File: src/rtl/debounce_pkg.sv
// Shared state encoding and default timing for the switch debounce channels.
package debounce_pkg;

    // 10 ms of stable level at 50 MHz
    localparam int unsigned CNT_MAX_DEFAULT = 500000;

    typedef enum logic [1:0] {
        ST_LO      = 2'd0,
        ST_WAIT_HI = 2'd1,
        ST_HI      = 2'd2,
        ST_WAIT_LO = 2'd3
    } state_t;

endpackage

File: src/rtl/debounce_chan.sv
// One switch channel: 2-flop synchroniser feeding a counter-based debounce FSM
// with registered level and one-cycle rise/fall pulses.
module debounce_chan
    import debounce_pkg::*;
#(
    parameter int unsigned CNT_MAX = CNT_MAX_DEFAULT
) (
    input  logic Clk,
    input  logic Resetn,
    input  logic i_raw,
    output logic o_clean,
    output logic o_rise,
    output logic o_fall
);

    localparam int unsigned CNT_W = $clog2(CNT_MAX);
    localparam logic [CNT_W-1:0] CNT_LAST = CNT_W'(CNT_MAX - 1);

    logic             r_s1;
    logic             r_s2;
    state_t           r_state;
    logic [CNT_W-1:0] r_cnt;
    logic             r_clean;
    logic             r_rise;
    logic             r_fall;

    state_t           w_state_nxt;
    logic [CNT_W-1:0] w_cnt_nxt;
    logic             w_clean_nxt;
    logic             w_rise_nxt;
    logic             w_fall_nxt;

    // Synchroniser plus all FSM state and output registers
    always_ff @(posedge Clk or negedge Resetn) begin
        if (!Resetn) begin
            r_s1    <= 1'b0;
            r_s2    <= 1'b0;
            r_state <= ST_LO;
            r_cnt   <= '0;
            r_clean <= 1'b0;
            r_rise  <= 1'b0;
            r_fall  <= 1'b0;
        end else begin
            r_s1    <= i_raw;
            r_s2    <= r_s1;
            r_state <= w_state_nxt;
            r_cnt   <= w_cnt_nxt;
            r_clean <= w_clean_nxt;
            r_rise  <= w_rise_nxt;
            r_fall  <= w_fall_nxt;
        end
    end

    // Any return to the accepted level before acceptance zeroes the count
    always_comb begin
        w_state_nxt = r_state;
        w_cnt_nxt   = r_cnt;
        w_clean_nxt = r_clean;
        w_rise_nxt  = 1'b0;
        w_fall_nxt  = 1'b0;
        case (r_state)
            ST_LO: begin
                if (r_s2) begin
                    w_state_nxt = ST_WAIT_HI;
                    w_cnt_nxt   = CNT_W'(1);
                end else begin
                    w_cnt_nxt   = '0;
                end
            end
            ST_WAIT_HI: begin
                if (!r_s2) begin
                    w_state_nxt = ST_LO;
                    w_cnt_nxt   = '0;
                end else if (r_cnt == CNT_LAST) begin
                    w_state_nxt = ST_HI;
                    w_cnt_nxt   = '0;
                    w_clean_nxt = 1'b1;
                    w_rise_nxt  = 1'b1;
                end else begin
                    w_cnt_nxt   = r_cnt + CNT_W'(1);
                end
            end
            ST_HI: begin
                if (!r_s2) begin
                    w_state_nxt = ST_WAIT_LO;
                    w_cnt_nxt   = CNT_W'(1);
                end else begin
                    w_cnt_nxt   = '0;
                end
            end
            ST_WAIT_LO: begin
                if (r_s2) begin
                    w_state_nxt = ST_HI;
                    w_cnt_nxt   = '0;
                end else if (r_cnt == CNT_LAST) begin
                    w_state_nxt = ST_LO;
                    w_cnt_nxt   = '0;
                    w_clean_nxt = 1'b0;
                    w_fall_nxt  = 1'b1;
                end else begin
                    w_cnt_nxt   = r_cnt + CNT_W'(1);
                end
            end
            default: begin
                w_state_nxt = ST_LO;
                w_cnt_nxt   = '0;
                w_clean_nxt = 1'b0;
            end
        endcase
    end

    assign o_clean = r_clean;
    assign o_rise  = r_rise;
    assign o_fall  = r_fall;

endmodule

File: src/rtl/switch_debounce_sync.sv
// Slide-switch front end: WIDTH independent synchronise-and-debounce channels
// producing clean levels and one-cycle edge pulses.
module switch_debounce_sync
    import debounce_pkg::*;
#(
    parameter int unsigned WIDTH   = 2,
    parameter int unsigned CNT_MAX = CNT_MAX_DEFAULT
) (
    input  logic             Clk,
    input  logic             Resetn,
    input  logic [WIDTH-1:0] SW_raw,
    output logic [WIDTH-1:0] SW_clean,
    output logic [WIDTH-1:0] SW_rise,
    output logic [WIDTH-1:0] SW_fall
);

    for (genvar i = 0; i < int'(WIDTH); i++) begin : g_chan
        debounce_chan #(
            .CNT_MAX (CNT_MAX)
        ) u_chan (
            .Clk     (Clk),
            .Resetn  (Resetn),
            .i_raw   (SW_raw[i]),
            .o_clean (SW_clean[i]),
            .o_rise  (SW_rise[i]),
            .o_fall  (SW_fall[i])
        );
    end

endmodule

File: config.mk
export PLATFORM = sky130hd
export DESIGN_NAME = switch_debounce_sync
export DESIGN_NICKNAME = d
export VERILOG_FILES = /design/src/rtl/debounce_pkg.sv /design/src/rtl/debounce_chan.sv /design/src/rtl/switch_debounce_sync.sv
export SDC_FILE = /design/constraint.sdc
export NUM_CORES = 1
export LEC_CHECK = 0
export CORE_ASPECT_RATIO = 1.75
export CORE_UTILIZATION = 34
export CTS_CLUSTER_SIZE = 25
export DETAILED_ROUTE_END_ITERATION = 7
export DONT_BUFFER_PORTS = 1
export HOLD_SLACK_MARGIN = 0.05
export PLACE_DENSITY = 0.47
export SLEW_MARGIN = 20
export SYNTH_ARGS = -nofsm -noshare
export SYNTH_HDL_FRONTEND = slang
export SYNTH_SLANG_ARGS = --single-unit
File: constraint.sdc
create_clock -name Clk -period 1.88 [get_ports Clk]
set_input_delay 0.188 -clock Clk [delete_from_list [all_inputs] [get_ports Clk]]
set_output_delay 0.188 -clock Clk [all_outputs]
set_load 0.005 [all_outputs]
== After elaboration in Yosys (flattened, before gate mapping) ==
Index checks and enable logic that the tools add are counted.

* Add/subtract/negate cells: 2
* Reduce and logical (&&, ||, !) cells: 8
* Muxes and demuxes: 46
* Equality and inequality tests: 24

{| class="wikitable"
|+ Operators with widths
! kind !! count
|-
| case mux 19 bit (4 select lines) || 2
|-
| 2-to-1 mux 19 bit || 6
|-
| adder 19 x 1 -> 19 bit (second input constant) || 2
|-
| == test 19 bit (second input constant) || 2
|-
| 2-to-1 mux 2 bit || 12
|-
| 2-to-1 mux 1 bit || 22
|-
| != test 2 x 1 -> 1 bit (second input constant) || 8
|-
| case mux 2 bit (4 select lines) || 2
|-
| AND reduction 5 bit || 2
|-
| == test 2 bit (second input constant) || 4
|-
| != test 2 bit (second input constant) || 4
|-
| AND reduction 4 bit || 2
|-
| != test 3 x 1 -> 1 bit (second input constant) || 2
|-
| != test 3 bit (second input constant) || 2
|-
| == test 2 x 1 -> 1 bit (second input constant) || 2
|-
| logical NOT 2 bit || 2
|-
| case mux 1 bit (2 select lines) || 2
|-
| nonzero test 2 bit || 2
|}

* Input bits: 4
* Register bits: 52
* Logic and storage cells: 94
* Output and inout port bits: 6

== Logic depth before layout (Yosys ltp) ==
* Depth in word-level cells: 4
* Gate-level depth with buffers: 8
* Gate-level depth less buffers: 5

== Modules after synthesis ==
A second synthesis with hierarchy kept.

* Cell total of the unflattened synthesis: 235
* Area, all modules: 2571.2 µm²

{| class="wikitable"
|+ By module, submodules not included
! module !! cells each !! instances !! sequential area each (µm²) !! area each (µm²)
|-
| debounce_chan at g_chan[0].u_chan || 119 || 1 || 650.6 || 1333.8
|-
| debounce_chan at g_chan[1].u_chan || 116 || 1 || 650.6 || 1237.4
|}

== Worst setup path before layout ==
Ideal clock, no wire load.

* Path type: reg2reg
* Start point: register g_chan[0].u_chan.r_cnt[0]
* End point: register g_chan[0].u_chan.r_cnt[10]
* Arrival: 1.701 ns
* Path slack: 0.108 ns
* Cell stages (with the launch flop): 9
* Setup time: 0.071 ns
* Period minus slack after synthesis: 1.772 ns
* Path through: dfrtp_1 -> ha_1 -> and4_1 -> buf_2 -> and3_1 -> a21o_1 -> buf_2 -> buf_2 -> nor2_1

* Longest elaborated chain between the ends: 4
* Elaborated cells on any way between the ends: 6
* Those cells by class: 1 x add/sub; 1 x eq/ne; 4 x mux

{| class="wikitable"
|+ Ends and longest elaborated chain
! item !! RTL line !! text
|-
| start: declaration || debounce_chan.sv:22 || <nowiki>logic [CNT_W-1:0] r_cnt;</nowiki>
|-
| start signal: assignment || debounce_chan.sv:47 || <nowiki>r_cnt <= w_cnt_nxt;</nowiki>
|-
| adder 19 x 1 -> 19 bit / == test 19 bit (equally long branches) || -- ||
|-
| 2-to-1 mux 19 bit * || debounce_chan.sv:74, debounce_chan.sv:95 ||
|-
| 2-to-1 mux 19 bit (on tied branches) || debounce_chan.sv:92, debounce_chan.sv:71 ||
|-
| case mux 19 bit (4 select lines) * || debounce_chan.sv:61 || <nowiki>case (r_state)</nowiki>
|-
| via g_chan[0].u_chan.w_cnt_nxt[10] || debounce_chan.sv:28 || <nowiki>logic [CNT_W-1:0] w_cnt_nxt;</nowiki>
|}

The timed path passes the listed nets; every way through them passes the cells marked *.
A chain may end at the register's enable or synchronous reset.

== Worst setup path in the final report ==
* Start point: register g_chan[1].u_chan.r_cnt[5]
* End point: register g_chan[1].u_chan.r_clean

* Longest elaborated chain between the ends: 3
* Elaborated cells on any way between the ends: 4
* Those cells by class: 3 x eq/ne; 1 x reduce/logical

{| class="wikitable"
|+ Ends and longest elaborated chain
! item !! RTL line !! text
|-
| start: declaration || debounce_chan.sv:22 ||
|-
| start signal: assignment || debounce_chan.sv:47 ||
|-
| == test 19 bit * || debounce_chan.sv:74, debounce_chan.sv:95 ||
|-
| != test 2 x 1 -> 1 bit (no source line) || -- ||
|-
| AND reduction 5 bit (no source line) * || -- ||
|-
| end signal: assignment || debounce_chan.sv:48 || <nowiki>r_clean <= w_clean_nxt;</nowiki>
|-
| end: declaration || debounce_chan.sv:23 || <nowiki>logic r_clean;</nowiki>
|}

Every way passes the cells marked *; elsewhere a longest branch is shown, timed or not.

==> impl_summary.md <==
Setup path
Measured in cells, the most critical reg-to-reg path has a length of 4. The endpoint identified for the worst register-to-register timing path is g_chan[1].u_chan.o_clean$_DFFE_PN0P_. The kind of critical path is reg -> reg. The worst setup path is launched from a register. In this design, the largest share of critical-path delay is due to simple AND/OR/NAND/NOR gates.

Traced cell by cell, the critical path runs through nor4b_2 > nand4_4 > or2_1 > a211o_1. Counting buffers and inverters, the worst setup path is 4 cells deep. The critical path arrival is 1.96 ns.

STA classifies the critical path endpoint as a register. The number of buffer and inverter instances along the worst setup path is 0. The startpoint of the most critical register-to-register path is g_chan[1].u_chan.r_cnt[5]$_DFF_PN0_. Along the worst path, the maximum fanout reaches 6. The data required time at the worst endpoint is 2.06 ns. The setup check on the worst reg-to-reg path leaves a slack of 0.1 ns. The master of the slowest instance on the critical path is nor4b_2. The maximum cell stage delay along the critical path is 0.46 ns.

Clock network
The clock-pin slew reported for the worst setup and hold paths after clock tree synthesis is 0.07 ns. The maximum clock path buffer count is 2. For this design, the sink count on the clock tree is 52. The root buffer selected by CTS is clkbuf_16. For the worst-skew pair, the clock arrives at the later sink with an insertion delay of 0.29 ns.

Counting the buffers created by CTS gives 5. The deepest level of the CTS H-tree is 2. The number of setup buffers added after CTS is 0.

The TritonCTS clock tree is done.

Die
10 I/O pins were placed. The site row count is 41. The effective utilization at floorplan is 35.3%.

The die boundary width is 67.7 um. The die boundary height is 117 um. The floorplan die area is 7920 um2. The placeable core region is 7280 um2.

Run status
The flow ran to the end, and the final reports show no timing, DRC or antenna violations.

Worst hold path
The launch point of the worst hold path is g_chan[1].u_chan.r_s1$_DFF_PN0_. The worst hold endpoint is g_chan[1].u_chan.r_s2$_DFF_PN0_. The worst hold path passes through 0 cells.

The classification of the worst-slack hold path is reg -> reg.

GRT
The number of antenna violations at the first check in global routing is 0. Global routing finished with a remaining overflow of 0. The first-pass GRT wire length is 8780 um. The number of global-route vias before repair is 1872. Entering global routing, the biggest net connects 53 pins. For this run, the total global-route usage over all layers was measured as 15.0%.

Timing
After layout, the worst setup slack is 0.0957 ns. The count of pins over their slew limit came to 0. The relative max-transition margin is 71.0%. The number of failing hold endpoints at the final stage is 0. The final critical path takes up 94.9% of the cycle. For the finished layout, the period the worst path requires is 1.78 ns. Setup violations remaining at the end of the flow were counted as 0. Setup repair after global routing left no endpoint under its margin. The post-route setup TNS is 0 ns.

Between clock sinks in the finished design, the worst skew comes to 0.00997 ns. The timing-limited maximum frequency is 560 MHz. The transition time of the tightest slew-check pin is 0.434 ns. The smallest hold slack is 0.350 ns.

Routing
Dividing the detail-routed wire length by the instance count gives 15.0 um. The remaining antenna violation count is 0. The final routed DRC violation total is 0. In the routed layout, each cell is associated on average with a via count of 5.21. The routed design has 5250 um of wire. The total number of vias is 1817. The detailed router finished its first iteration with 81 violations. The length of the first detailed-routing pass in iterations is 4.

Synthesis
Among all cell types in the netlist, the one instantiated most often is dfrtp_1. The largest area contributor in the synthesized netlist is dfrtp_1. The mean instance size in the synthesized netlist is 10.4 um2.

The unique cell type count in the Yosys netlist is 37. After synthesis the netlist holds a flip-flop and latch count of 52. The synthesis warning total is 0. The number of nets handed over by synthesis was 252. The most common flop cell mapped by yosys is dfrtp_1. The proportion of register bits with asynchronous set or reset after synthesis is 100%. The number of flops mapped to enable cells by yosys is 0. Summing every instance area after synthesis gives 2570 um2. By area the synthesized netlist is led by dfrtp_1 51%, xor2_1 7.2%, nor2_1 3.4%, nand3_1 3.3%, nand4_1 3.2%. The number of standard cells after synthesis is 246. Of the synthesized area, sequential elements account for 50.6%. The share of synthesized area in the top cell type comes to 50.6%. Counting instances in the post-synthesis netlist gives the leading cell types as 52 x dfrtp_1, 23 x nor2_1, 21 x xor2_1, 17 x nand3_1, 13 x nand4_1.

Placement
Timing analysis after detailed placement gives a worst setup slack of 0.0946 ns. The half-perimeter wire length after detailed placement is 3800 um. The port buffer count is 0. The final estimated routing congestion in global placement is 0.798.

Power and ir drop
For this design the static power due to leakage is 0.00124 uW. For this design the ratio of total power to cell area is 726 nW/um2. The worst supply voltage drop on vdd is 0.403 mV.

Finish
The layout-stage area growth over the synthesis result is 15.3%. After the last flow step, the layout net total stands at 268. In the final layout, the share of cells above drive strength 1 is 17.1%. At the end of the flow the core is filled with cells to 40.7%.

The repair_antennas step left the layout with diodes totalling 0.

Flow run
The number of violations of the max-capacitance limit is 0.
==> repair_timing <==
| item | in CTS | in global routing |
|---|---|---|
| setup endpoints to repair | 0 | 15 |
| hold endpoints to repair | 54 | 0 |
| gates resized for setup | 0 | 3 |
| hold buffers | 4 | 0 |
==> state kept, by name, indices dropped and copies added (netlist names), named ones only <==
register / count
g_chan.u_chan.o_rise: 2
g_chan.u_chan.r_s2: 2
g_chan.u_chan.o_clean: 2
g_chan.u_chan.r_s1: 2
g_chan.u_chan.r_cnt: 38
g_chan.u_chan.r_state: 2
g_chan.u_chan.o_fall: 2
==> power breakdown <==
group	leakage (uW)	switching [uW]	internal (uW)	total, uW
registers	0.000708	9.16	1130	1140
logic	0.000462	54.1	32.1	86.2
clock network	0.0000744	422	503	926
==> placed cells by master, fill, tap and decap left out, types with 3 or more instances in the layout <==
cell	Yosys	final
nor2_1	23	23
dlygate4sd3_1	0	3
o31ai_1	3	3
nand4_1	13	13
clkbuf_16	0	5
buf_4	9	18
inv_1	6	6
or3_1	6	6
or4_1	5	5
nand2_1	10	10
o21ai_0	9	9
dfrtp_1	52	52
nor2_2	10	10
xnor2_1	7	7
and3_1	5	5
nand3_1	17	17
and2_1	3	3
xor2_1	21	21
and4_1	7	7
a21oi_1	8	8
nor4_1	6	5
==> area by class of cell <==
cell class | instances | area, um2
clock inverters | 3 | 26.3
flip-flops and latches | 52 | 1300
repair buffers | 23 | 213
inverters | 6 | 22.5
multi-input cells | 174 | 1170
fillers | 720 | 4320
well taps | 86 | 108
clock buffers | 5 | 125
==> how the worst max path moves through the flow <==
stage	slack, ns	startpoint	to
2_1_floorplan	0.11	g_chan[0].u_chan.r_cnt[0]$_DFF_PN0_	g_chan[0].u_chan.r_cnt[10]$_DFF_PN0_
5_1_grt	0.01	g_chan[0].u_chan.r_cnt[7]$_DFF_PN0_	g_chan[0].u_chan.r_cnt[17]$_DFF_PN0_
4_1_cts	0.09	g_chan[1].u_chan.r_cnt[14]$_DFF_PN0_	g_chan[1].u_chan.r_cnt[13]$_DFF_PN0_
3_3_place_gp	0.10	g_chan[1].u_chan.r_cnt[14]$_DFF_PN0_	g_chan[1].u_chan.o_clean$_DFFE_PN0P_
6_report	0.1	g_chan[1].u_chan.r_cnt[5]$_DFF_PN0_	g_chan[1].u_chan.o_clean$_DFFE_PN0P_
3_5_place_dp	0.09	g_chan[1].u_chan.r_cnt[14]$_DFF_PN0_	g_chan[1].u_chan.o_clean$_DFFE_PN0P_
==> metal layers <==
layer	GRT usage [%]	wire length, um	vias up
li1	-	-	903
met1	15.6	2060	882
met2	27.9	2970	21
met3	2.62	83	11
met4	6.95	127	0
met5	0	0	-
==> cell families (layout without fill, tap and decap cells) <==
kind of cell	count (synthesis)	count (layout)	synth area share [%]
AND/OR/NAND/NOR	116	116	27.0
flip-flops	52	52	50.6
AO/OA/AOI/OAI	28	28	7.16
XOR/XNOR	28	28	9.54
buffers and inverters	20	37	4.72
adder cells (fa/ha/maj)	2	2	0.974
==> through the flow <==
stage          total power, uW  instances  area, um2
6_report                  2150        349       2960
5_1_grt                   2250        349       2960
4_1_cts                   2200        349       2940
3_5_place_dp              1220        337       2730
3_3_place_gp              1220        337       2730
2_1_floorplan             1190        246       2570
(Power assumes the default switching activity.)
